--- config.mk ---
export PLATFORM = sky130hd
export DESIGN_NAME = reg_scoreboard
export DESIGN_NICKNAME = d
export VERILOG_FILES = /design/src/rtl/reg_scoreboard.sv
export SDC_FILE = /design/constraint.sdc
export NUM_CORES = 1
export LEC_CHECK = 0
export BUFFER_PORTS_ARGS = -buffer_cell sky130_fd_sc_hd__buf_2
export CAP_MARGIN = 30
export CORE_AREA = 2 2 119 121
export DETAILED_ROUTE_END_ITERATION = 12
export DIE_AREA = 0 0 121 123
export GPL_TIMING_DRIVEN = 0
export HOLD_SLACK_MARGIN = 0.02
export PLACE_DENSITY = 0.6
export SETUP_SLACK_MARGIN = 0.5
export SLEW_MARGIN = 30
export SYNTH_ARGS = -nofsm -noshare
export SYNTH_HDL_FRONTEND = slang
export SYNTH_SLANG_ARGS = --single-unit
--- constraint.sdc ---
create_clock -name clk -period 10.8 [get_ports clk]
set_clock_uncertainty 0.05 [all_clocks]
set_input_delay 1.62 -clock clk [delete_from_list [all_inputs] [get_ports clk]]
set_output_delay 1.62 -clock clk [all_outputs]
set_load 0.05 [all_outputs]
--- src/rtl/reg_scoreboard.sv ---
// reg_scoreboard: register-hazard scoreboard between decode and writeback.
//
// Tracks how many writes are in flight for each architectural register
// (r1..r31; r0 is hard-wired zero and never tracked) and stalls decode while
// a source operand still has a pending write or while issuing would overflow
// a per-register counter or the global in-flight budget.
//
// Ports:
//   clk          clock, all state updates on posedge
//   rst          synchronous active-high reset
//   issue_valid  decode presents an instruction this cycle
//   issue_write  that instruction writes a register
//   issue_waddr  destination register of the issuing instruction
//   rs_addr      source register 1 read by decode
//   rt_addr      source register 2 read by decode
//   rs_used      instruction reads rs
//   rt_used      instruction reads rt
//   wb_valid     writeback stage writes the register file this cycle
//   wb_waddr     writeback destination register
//   stall        decode must hold; issue is not accepted
//   inflight     total pending writes across all registers
//   err          sticky: writeback retired a register with zero pending count
//
// Build option:
//   WB_BYPASS_EN  when defined, a source whose only pending write is retiring
//                 this cycle is not a hazard (decode forwards the writeback
//                 data). Counter behaviour is identical in both builds.

module reg_scoreboard #(
  parameter int unsigned CNT_W        = 2,
  parameter int unsigned MAX_INFLIGHT = 4
) (
  input  logic                              clk,
  input  logic                              rst,
  input  logic                              issue_valid,
  input  logic                              issue_write,
  input  logic [4:0]                        issue_waddr,
  input  logic [4:0]                        rs_addr,
  input  logic [4:0]                        rt_addr,
  input  logic                              rs_used,
  input  logic                              rt_used,
  input  logic                              wb_valid,
  input  logic [4:0]                        wb_waddr,
  output logic                              stall,
  output logic [$clog2(MAX_INFLIGHT+1)-1:0] inflight,
  output logic                              err
);

  localparam int unsigned InflW = $clog2(MAX_INFLIGHT + 1);

  localparam logic [CNT_W-1:0] CntMax  = {CNT_W{1'b1}};
  localparam logic [CNT_W-1:0] CntOne  = CNT_W'(1);
  localparam logic [InflW-1:0] InflMax = InflW'(MAX_INFLIGHT);
  localparam logic [InflW-1:0] InflOne = InflW'(1);

  // Per-register pending counters for r1..r31.
  logic [CNT_W-1:0] pend_q [1:31];
  logic [CNT_W-1:0] pend_d [1:31];
  logic [InflW-1:0] inflight_q, inflight_d;
  logic             err_q, err_d;

  // Read view with r0 constantly zero, so any 5-bit address can index it.
  logic [CNT_W-1:0] pend_rd [32];

  always_comb begin
    pend_rd[0] = '0;
    for (int r = 1; r < 32; r++) begin
      pend_rd[r] = pend_q[r];
    end
  end

  logic [CNT_W-1:0] rs_pend, rt_pend, iw_pend, wb_pend;

  assign rs_pend = pend_rd[rs_addr];
  assign rt_pend = pend_rd[rt_addr];
  assign iw_pend = pend_rd[issue_waddr];
  assign wb_pend = pend_rd[wb_waddr];

  logic track, retire, retire_ok;

  assign track     = issue_valid && issue_write && (issue_waddr != 5'd0);
  assign retire    = wb_valid && (wb_waddr != 5'd0);
  // Only a retire with something pending changes the counters.
  assign retire_ok = retire && (wb_pend != '0);

  // Source forwarding: only the last pending write may be bypassed, since an
  // older retire does not produce the value decode actually needs.
  logic rs_fwd, rt_fwd;

`ifdef WB_BYPASS_EN
  assign rs_fwd = retire && (wb_waddr == rs_addr) && (rs_pend == CntOne);
  assign rt_fwd = retire && (wb_waddr == rt_addr) && (rt_pend == CntOne);
`else
  assign rs_fwd = 1'b0;
  assign rt_fwd = 1'b0;
`endif

  logic src_hazard, cap_hazard, reg_full, infl_full, accept;

  assign src_hazard = (rs_used && (rs_addr != 5'd0) && (rs_pend != '0) && !rs_fwd) ||
                      (rt_used && (rt_addr != 5'd0) && (rt_pend != '0) && !rt_fwd);

  // A legal retire in the same cycle frees the slot the issue would need.
  assign reg_full  = (iw_pend == CntMax) && !(retire_ok && (wb_waddr == issue_waddr));
  assign infl_full = (inflight_q == InflMax) && !retire_ok;

  assign cap_hazard = track && (reg_full || infl_full);
  assign stall      = issue_valid && (src_hazard || cap_hazard);
  assign accept     = track && !stall;

  always_comb begin
    logic inc, dec;
    inc = 1'b0;
    dec = 1'b0;
    for (int r = 1; r < 32; r++) begin
      inc = accept && (issue_waddr == 5'(r));
      dec = retire_ok && (wb_waddr == 5'(r));
      if (inc && !dec) begin
        pend_d[r] = pend_q[r] + CntOne;
      end else if (dec && !inc) begin
        pend_d[r] = pend_q[r] - CntOne;
      end else begin
        pend_d[r] = pend_q[r];
      end
    end

    inflight_d = inflight_q;
    if (accept && !retire_ok) begin
      inflight_d = inflight_q + InflOne;
    end else if (retire_ok && !accept) begin
      inflight_d = inflight_q - InflOne;
    end

    err_d = err_q || (retire && !retire_ok);
  end

  always_ff @(posedge clk) begin
    if (rst) begin
      for (int r = 1; r < 32; r++) begin
        pend_q[r] <= '0;
      end
      inflight_q <= '0;
      err_q      <= 1'b0;
    end else begin
      for (int r = 1; r < 32; r++) begin
        pend_q[r] <= pend_d[r];
      end
      inflight_q <= inflight_d;
      err_q      <= err_d;
    end
  end

  assign inflight = inflight_q;
  assign err      = err_q;

endmodule

# After elaboration in Yosys (flattened, before gate mapping)
# Memories as Yosys holds them, arrays and structs flattened.
# Cells that the tools add are included.
# op_classes
eq_ne	65
n_addsub	64
muxes	110
reduce_logical	219
magnitude_cmp	4
bitwise	35
# ops
cell	n
two-way mux 2 bit	101
equality test 5 bit (second input constant)	32
logical AND 1 bit	141
equality test 5 x 4 -> 1 bit (second input constant)	16
zero test 1 bit	66
adder 2 x 1 -> 2 bit (second input constant)	31
subtractor 2 x 1 -> 2 bit (second input constant)	31
binary-select mux 2 bit (select 5 bit)	4
equality test 5 x 3 -> 1 bit (second input constant)	8
bitwise OR 1 bit	31
>= comparator 6 bit (second input constant)	4
inverter 5 -> 6 bit	4
equality test 5 x 2 -> 1 bit (second input constant)	4
nonzero test 5 bit	4
equality test 5 x 1 -> 1 bit (second input constant)	2
nonzero test 2 bit	4
two-way mux 3 bit	2
equality test 5 bit	1
logical OR 1 bit	4
adder 3 x 1 -> 3 bit (second input constant)	1
equality test 3 bit (second input constant)	1
two-way mux 1 bit	3
subtractor 3 x 1 -> 3 bit (second input constant)	1
equality test 2 bit (second input constant)	1
# word_totals
elab_cells	500
in_bits	27
out_inout_bits	5
regBits	4
ramBits	62
memories	1
# mem_list
memory	depth	word_bits	rd	rd_clocked_by_memory_dff	wr	line_no	text
pend_q	31	2	31	0	31	57	logic [CNT_W-1:0] pend_q [1:31];

# Depth between registers and ports, before layout
# Gate-level depths: netlist of run 1.
# logic_depth
ltp_word	21
depth_mapped	17
depth_no_buf	13

# Worst setup path after synthesis of run 1
# OpenSTA, ideal clock, no wires.
# synth_timing
path_kind	in2out
start	input issue_waddr[1]
end	output stall
arrival_time_ns	3.699
n_path_buf	3
cell_stages	10
required_ns	9.130
slack_ns	5.431
path_cell_list	buf_2 buf_1 nor2b_1 a221oi_1 o41ai_1 a22oi_2 a41oi_1 a31o_4 buf_6 a21o_1
# synth_between
elab_chain_cells	10
word_cells_on_any_way	15
classes_between	2 x eq/ne; 3 x mux; 1 x bitwise; 9 x reduce/logical
# synth_lines
element	line_no	text
start, declared	37	input logic [4:0] issue_waddr,
inverter 5 -> 6 bit (implied by the code)	76	assign iw_pend = pend_rd[issue_waddr];
binary-select mux 2 bit (select 5 bit)	76	
two-way mux 2 bit (implied by the code) (2 in a row)	76	
equality test 2 bit	104	assign reg_full = (iw_pend == CntMax) && !(retire_ok && (wb_waddr == issue_waddr));
logical AND 1 bit	104	
logical OR 1 bit	107	assign cap_hazard = track && (reg_full || infl_full);
logical AND 1 bit (*)	107	
logical OR 1 bit (*)	108	assign stall = issue_valid && (src_hazard || cap_hazard);
logical AND 1 bit (*)	108	
end, declared	44	output logic stall,
# Every way passes the cells marked *; elsewhere a longest branch is shown, timed or not. The select of a mux whose other input is x is not followed.

# Worst setup path after layout of run 1
# Ends and elaborated chain as after synthesis.

==> run metrics, run 1 <==
io pins=32; vias in the first global route=4,913; Die W=roughly 120 um; number of flops mapped to enable cells by yosys=0; hold buffer count at CTS=0; reg2reg setup slack=6.99 ns; final instance area=about 6000 um^2; NumNets Final=714; Synth Register Bits=66; vias after detailed routing=5,075; RSZ-0062 raised after global routing=no; Clock Latency Late Sink=0.35 ns; worst rel slew slack=0.2922; clk slew on worst S/H paths=0.05 ns; P&R area growth vs syn=12.52%; core area=13,610 um^2; CTS-repair resized insts=0; hpwl dp=about 14,000 um; top_reg_cell synth=dfxtp_1; drt initial violations=570; port bufs=21; Final Wtd Congestion=0.9747; post-CTS setup repair buffer count=0; Slew @ Worst Pin=roughly 1.1 ns; critical path class=in -> out; Worst setup SP type=input port; wire length per cell=approximately 21 um; antenna violations before repair=0; RR Endpoint=inflight[2]; Die Span Y=between 100 and 150 um; dpl cells=823; maximum vdd drop=0.1038 mV; largest net degree at the start of global routing=12; setup TNS=0 ns; Root Driver=clkbuf_16; CTS tree=yes; total power=slightly above 0.7 mW; H-tree depth=3; Slew Viols, Final=0; worst hold slack=about 0.42 ns; final hold violations=0; first-pass GRT wire length=26,960 um; DIE AREA=approximately 15,000 um^2; Post-Syn Area per Cell=8.529 um^2; dpl cell area=5635 um^2; Yosys cell types=57; grt total ovfl=0; Worst Hold Depth=2; Req. time, crit path=slightly above 9 ns; ant diodes=0; Finished Layout Cells=approximately 840; r2r worst-path depth=14; CTS sink cnt=66; final worst path period share=0.5759; WP data arrival=~4.6 ns; residual DRC count=0; status=complete, no violations; GRT Total Usage=0.2431; Initial Util=0.3897; syn_nets=682; # setup viols final=0; max-cap violations=0; commonest non-fill, non-tap cells in the layout=81 x nor2_1, 66 x xor2_1, 66 x dfxtp_1; maximum clock rate=0.1608 GHz; first drt pass iteration count=6; Async S/R FF share, synth=0; largest fanout on the critical path=10; Routed Antenna Nets=0; crit end category=output port; hold_sp=err; min Tclk post-route=6.220 ns; Post-Syn Instances=622; total CTS buffers=9; hold path endpoint=err; final WL=17,440 um; clk buf depth=2; mapped cell area=5305 um^2; vias per cell=6.049; Hold/Removal Path Class=reg -> reg; Pwr Density=118.6 nW/um^2; LEAKAGE=2.292 nW; R2R Path Start=pend_q[0][26]; commonest non-fill, non-tap cell in the layout=nor2_1; std cell rows=43; synth warn=0; sequential area share after synthesis=0.2491; share of cells above drive strength 1=0.1381
[through the flow]
step / utilization / setup WS (ns)
after floorplan: - / 5.431
after global placement: 0.4140 / 4.693
after detailed placement: 0.4140 / 4.700
after CTS: 0.4386 / 4.688
after global routing: 0.4386 / 4.415
final: 0.4386 / 4.580
[cell families (layout without fill, tap and decap cells)]
group / Yosys count / in the layout / share of synthesized area
xor+xnor: 69 / 69 / 0.1139
mux: 42 / 42 / 0.1540
compound gates: 105 / 105 / 0.1222
simple gates: 257 / 257 / 0.2387
flops: 66 / 66 / 0.2491
buf+inv: 50 / 87 / 0.04292
fa+ha+maj: 33 / 33 / 0.07924
[synth_stat cells (3+ instances only)]
| master | n | area (um^2) |
|---|---|---|
| or2_2 | 6 | 37.54 |
| a31oi_1 | 4 | 25.02 |
| nand2b_1 | 4 | 25.02 |
| mux4_2 | 30 | 675.7 |
| buf_2 | 7 | 35.03 |
| o21ai_0 | 34 | 170.2 |
| mux2i_1 | 7 | 70.07 |
| clkbuf_1 | 19 | 71.32 |
| nor3_1 | 28 | 140.1 |
| nor3b_1 | 3 | 22.52 |
| ha_1 | 32 | 400.4 |
| dfxtp_1 | 66 | 1321 |
| nor2_1 | 81 | 304.0 |
| nor4_1 | 15 | 93.84 |
| nand2_1 | 43 | 161.4 |
| buf_1 | 6 | 22.52 |
| or3_1 | 35 | 219.0 |
| mux2_2 | 4 | 45.04 |
| buf_6 | 4 | 45.04 |
| nor2b_1 | 6 | 37.54 |
| nand3_1 | 15 | 75.07 |
| a22oi_1 | 4 | 30.03 |
| xor2_1 | 66 | 578.1 |
| nand4_1 | 9 | 56.30 |
| inv_1 | 12 | 45.04 |
| xnor2_1 | 3 | 26.28 |
| a21oi_1 | 35 | 175.2 |
| a2111oi_0 | 5 | 43.79 |
[sequential cells by signal (all words and copies together), names as in the netlist]
signal    cells
pend_q       62
inflight      3
err           1
[where the power goes]
group | switching (mW) | internal (mW) | total, mW | leakage (nW)
registers | 0.00780 | 0.250 | 0.257 | 0.533
logic | 0.0769 | 0.0401 | 0.117 | 1.59
clock network | 0.110 | 0.224 | 0.334 | 0.166
[final cells by class]
type                    instances  area [um^2]
plain buffers                  37        178.9
clock buffers                  10        229.0
clock inverters                 6        105.1
fillers                      1348         7642
inverters                      13        48.80
multi-input cells             506         3756
flip-flops and latches         66         1321
well taps                     180        225.2
repair buffers                 21        105.1
[worst max-delay path, cell delays in order]
cell and delay, ns:
buf_2 0.21, buf_1 0.54, nor2b_1 0.38, a221oi_1 0.14
o41ai_1 0.42, a22oi_2 0.14, a41oi_1 0.29, a31o_4 0.20
buf_6 0.16, a21o_1 0.17, buf_2 0.28
[worst max-delay path by stage]
stage	start	endpoint	slack, ns	cells after the start
floorplan	issue_waddr[1]	stall	5.43	10
global placement	issue_waddr[1]	stall	4.69	11
detailed placement	issue_waddr[1]	stall	4.70	11
CTS	issue_waddr[1]	stall	4.69	11
global route	issue_waddr[1]	stall	4.42	11
finish	issue_waddr[1]	stall	4.58	11
[layer usage]
layer	vias to the layer above	part of all wire	wire length (um)	GRT usage
met2	267	0.45	7918	0.3746
met3	41	0.097	1693	0.06227
met5	-	0	0	0
met1	2417	0.41	7154	0.3209
li1	2350	-	-	-
met4	0	0.039	677	0.1105
Note: power is estimated with default switching activity, not from simulation.
==> run 2, diff against run 1 <==
--- a/config.mk
+++ b/config.mk
@@ -5,11 +5,12 @@
 export SDC_FILE = /design/constraint.sdc
 export NUM_CORES = 1
 export LEC_CHECK = 0
+export ABC_AREA = 1
 export BUFFER_PORTS_ARGS = -buffer_cell sky130_fd_sc_hd__buf_2
 export CAP_MARGIN = 30
-export CORE_AREA = 2 2 119 121
+export CORE_AREA = 2 2 123 125
 export DETAILED_ROUTE_END_ITERATION = 12
-export DIE_AREA = 0 0 121 123
+export DIE_AREA = 0 0 125 127
 export GPL_TIMING_DRIVEN = 0
 export HOLD_SLACK_MARGIN = 0.02
 export PLACE_DENSITY = 0.6
==> constraint.sdc (replaced) <==
create_clock -name clk -period 6.3 [get_ports clk]
set_clock_uncertainty 0.05 [all_clocks]
set_input_delay 0.945 -clock clk [delete_from_list [all_inputs] [get_ports clk]]
set_output_delay 0.945 -clock clk [all_outputs]
set_load 0.05 [all_outputs]
==> run metrics, run 2 <==
status=complete, no violations; commonest non-fill, non-tap cell in the layout=nand2_1; CTS-repair resized insts=0 (unchanged); post-CTS setup repair buffer count=0 (unchanged); syn_nets=1,012 (+48%); antenna violations before repair=0 (unchanged); # setup viols final=0 (unchanged); maximum clock rate=between 0.2 and 0.25 GHz; Root Driver=clkbuf_16; critical path class=in -> out; Yosys top cell area share=0.2314 (-0.01763); ant diodes=0 (unchanged); largest net degree at the start of global routing=11 (-1); Final WS setup=2.158 ns (-2.422 ns); crit end category=output port; io pins=32 (unchanged); R2R Path Start=pend_q[0][16]; RR Endpoint=pend_q[0][45]; Async S/R FF share, synth=0 (unchanged); leading area contributor after synthesis=dfxtp_1; vias per cell=5.367 (-11%); reg2reg setup slack=3.01 ns (-3.98 ns); r2r worst-path depth=17 (+3); top_reg_cell synth=dfxtp_1; Finished Layout Cells=1,179 (+41%); worst rel slew slack=0.4891 (+0.1970); first drt pass iteration count=9 (+3); dpl cells=1,163 (+41%); drt initial violations=666 (+17%); Reg with most FFs=pend_q; residual DRC count=0 (unchanged); Clock Latency Late Sink=0.35 ns (about the same); first-pass GRT wire length=32,910 um (+22%); P&R area growth vs syn=11.05%; RSZ-0062 raised after global routing=no; Die W=125 um (+3.3%); Pwr Density=176.0 nW/um^2 (+48%); Slew Viols, Final=0 (unchanged); Synth area leaders=dfxtp_1 23%, nand2_1 16%, nor2_1 9.7%; final hold violations=0 (unchanged); worst hold slack=0.4205 ns (-0.003389 ns); Req. time, crit path=5.30 ns (-3.83 ns); hold_sp=err; setup TNS=0 ns (unchanged); DIE AREA=15,880 um^2 (+6.7%); NumNets Final=1,050 (+47%); Yosys cell types=29 (-49%); top-count cell post-synth=nand2_1; core area=14,420 um^2 (+6.0%); CTS sink cnt=66 (unchanged); Worst setup SP type=input port; WP data arrival=3.15 ns (-1.40 ns); total CTS buffers=9 (unchanged); final worst path period share=0.6574; number of flops mapped to enable cells by yosys=0 (unchanged); mapped cell area=5709 um^2 (+7.6%); CTS tree=yes; Slew @ Worst Pin=0.7663 ns (-0.2916 ns); share of cells above drive strength 1=0.08543 (-0.05266); Synth Register Bits=66 (unchanged); Synth top cells by count=239 x nand2_1, 148 x nor2_1, 105 x a21oi_1, 105 x inv_1, 66 x dfxtp_1; synth warn=0 (unchanged); max-cap violations=0 (unchanged); Hold/Removal Path Class=reg -> reg; LEAKAGE=2.701 nW (+18%); largest fanout on the critical path=7 (-3); maximum vdd drop=0.1448 mV (+40%); hold path endpoint=err; Initial Util=0.3958 (+0.006077); Worst Hold Depth=2 (unchanged); final WL=21,410 um (+23%); max reg flops=62 (unchanged); vias after detailed routing=6,328 (+25%); DP Worst Slack=2.066 ns (-2.634 ns); clk buf depth=2 (unchanged); grt total ovfl=0 (unchanged); Post-Syn Area per Cell=5.997 um^2 (-30%); Routed Antenna Nets=0 (unchanged); std cell rows=44 (+2.3%); GRT Total Usage=0.2715 (+0.02839); H-tree depth=3 (unchanged); sequential area share after synthesis=0.2314 (-0.01763); hpwl dp=16,560 um (+22%); Final Wtd Congestion=1.092 (+12%); wire length per cell=18.16 um (-13%); Post-Syn Instances=952 (+53%); min Tclk post-route=4.142 ns; clk slew on worst S/H paths=0.05 ns (about the same); vias in the first global route=5,905 (+20%); hold buffer count at CTS=0 (unchanged); commonest non-fill, non-tap cells in the layout=239 x nand2_1, 148 x nor2_1, 105 x inv_1, 105 x a21oi_1, 66 x dfxtp_1; Die Span Y=127 um (+3.3%); total power=1.116 mW (+58%); port bufs=27 (+29%)
run 2: cell types whose count changed after synthesis, moves of 14 or more:
cell,before,now
a21oi_1,35,105
nor2_1,81,148
nand2_1,43,239
nor4_1,15,1
inv_1,12,105
or3_1,35,0
xor2_1,66,19
o21ai_0,34,57
nor3_1,28,6
nor2_2,0,14
nand3_1,15,56
o21bai_1,0,17
o21a_1,0,32
mux4_2,30,0
run 2: layout make-up:
type                       instances  area (um^2)
tap                              184        230.2
multi-input combinational        752         3831
inverter                         110        412.9
sequential                        66         1321
timing repair buffer              27        135.1
clock inverter                     3        15.01
fill                            1615         8084
buffer                            24        143.9
clock buffer                      13        250.2
run 2: routing by layer:
| metal | GRT usage | share of wire |
|---|---|---|
| met1 | 0.3639 | 0.45 |
| met2 | 0.4242 | 0.43 |
| met3 | 0.05528 | 0.083 |
| met4 | 0.1196 | 0.039 |
| met5 | 0 | 0 |
run 2: stage by stage:
| stage | util | instance area [um^2] |
|---|---|---|
| finish | 0.4395 | 6340 |
| global route | 0.4395 | 6340 |
| CTS | 0.4395 | 6340 |
| detailed placement | 0.4211 | 6075 |
| global placement | 0.4211 | 6075 |
| floorplan | - | 5709 |
run 2: logic make-up (layout without fill, tap and decap cells):
kind of cell | count (synthesis) | in the layout | share of synthesized area
AND/OR/NAND/NOR | 478 | 478 | 0.3482
AO/OA/AOI/OAI | 222 | 222 | 0.2200
XOR/XNOR | 19 | 19 | 0.02915
adder cells (fa/ha/maj) | 33 | 33 | 0.07364
buffers and inverters | 134 | 177 | 0.09752
flip-flops | 66 | 66 | 0.2314
run 2: where the power goes:
part	internal, mW	leakage, nW	switching, mW	total, mW
Sequential	0.426	0.533	0.00850	0.435
Clock	0.275	0.133	0.196	0.472
Combinational	0.0563	2.03	0.153	0.209
run 2: worst max-delay path, stage by stage:
cell	delay, ns
buf_2	0.18
inv_1	0.10
nor2_2	0.44
nand2_1	0.24
o211ai_1	0.31
nor2_1	0.06
nand2_1	0.08
nand3_1	0.08
nand2_1	0.07
nand2_1	0.05
nand2_1	0.07
inv_2	0.07
o21ai_0	0.15
buf_2	0.29
run 2: how the worst max path moves through the flow:
stage | cells after the start | start | endpoint | slack (ns)
floorplan | 15 | issue_waddr[0] | stall | 2.13
global placement | 17 | wb_waddr[0] | pend_q[0][47] | 2.10
detailed placement | 17 | wb_waddr[0] | pend_q[0][47] | 2.07
CTS | 14 | issue_waddr[0] | stall | 2.23
global route | 14 | issue_waddr[0] | stall | 2.02
finish | 14 | issue_waddr[0] | stall | 2.16
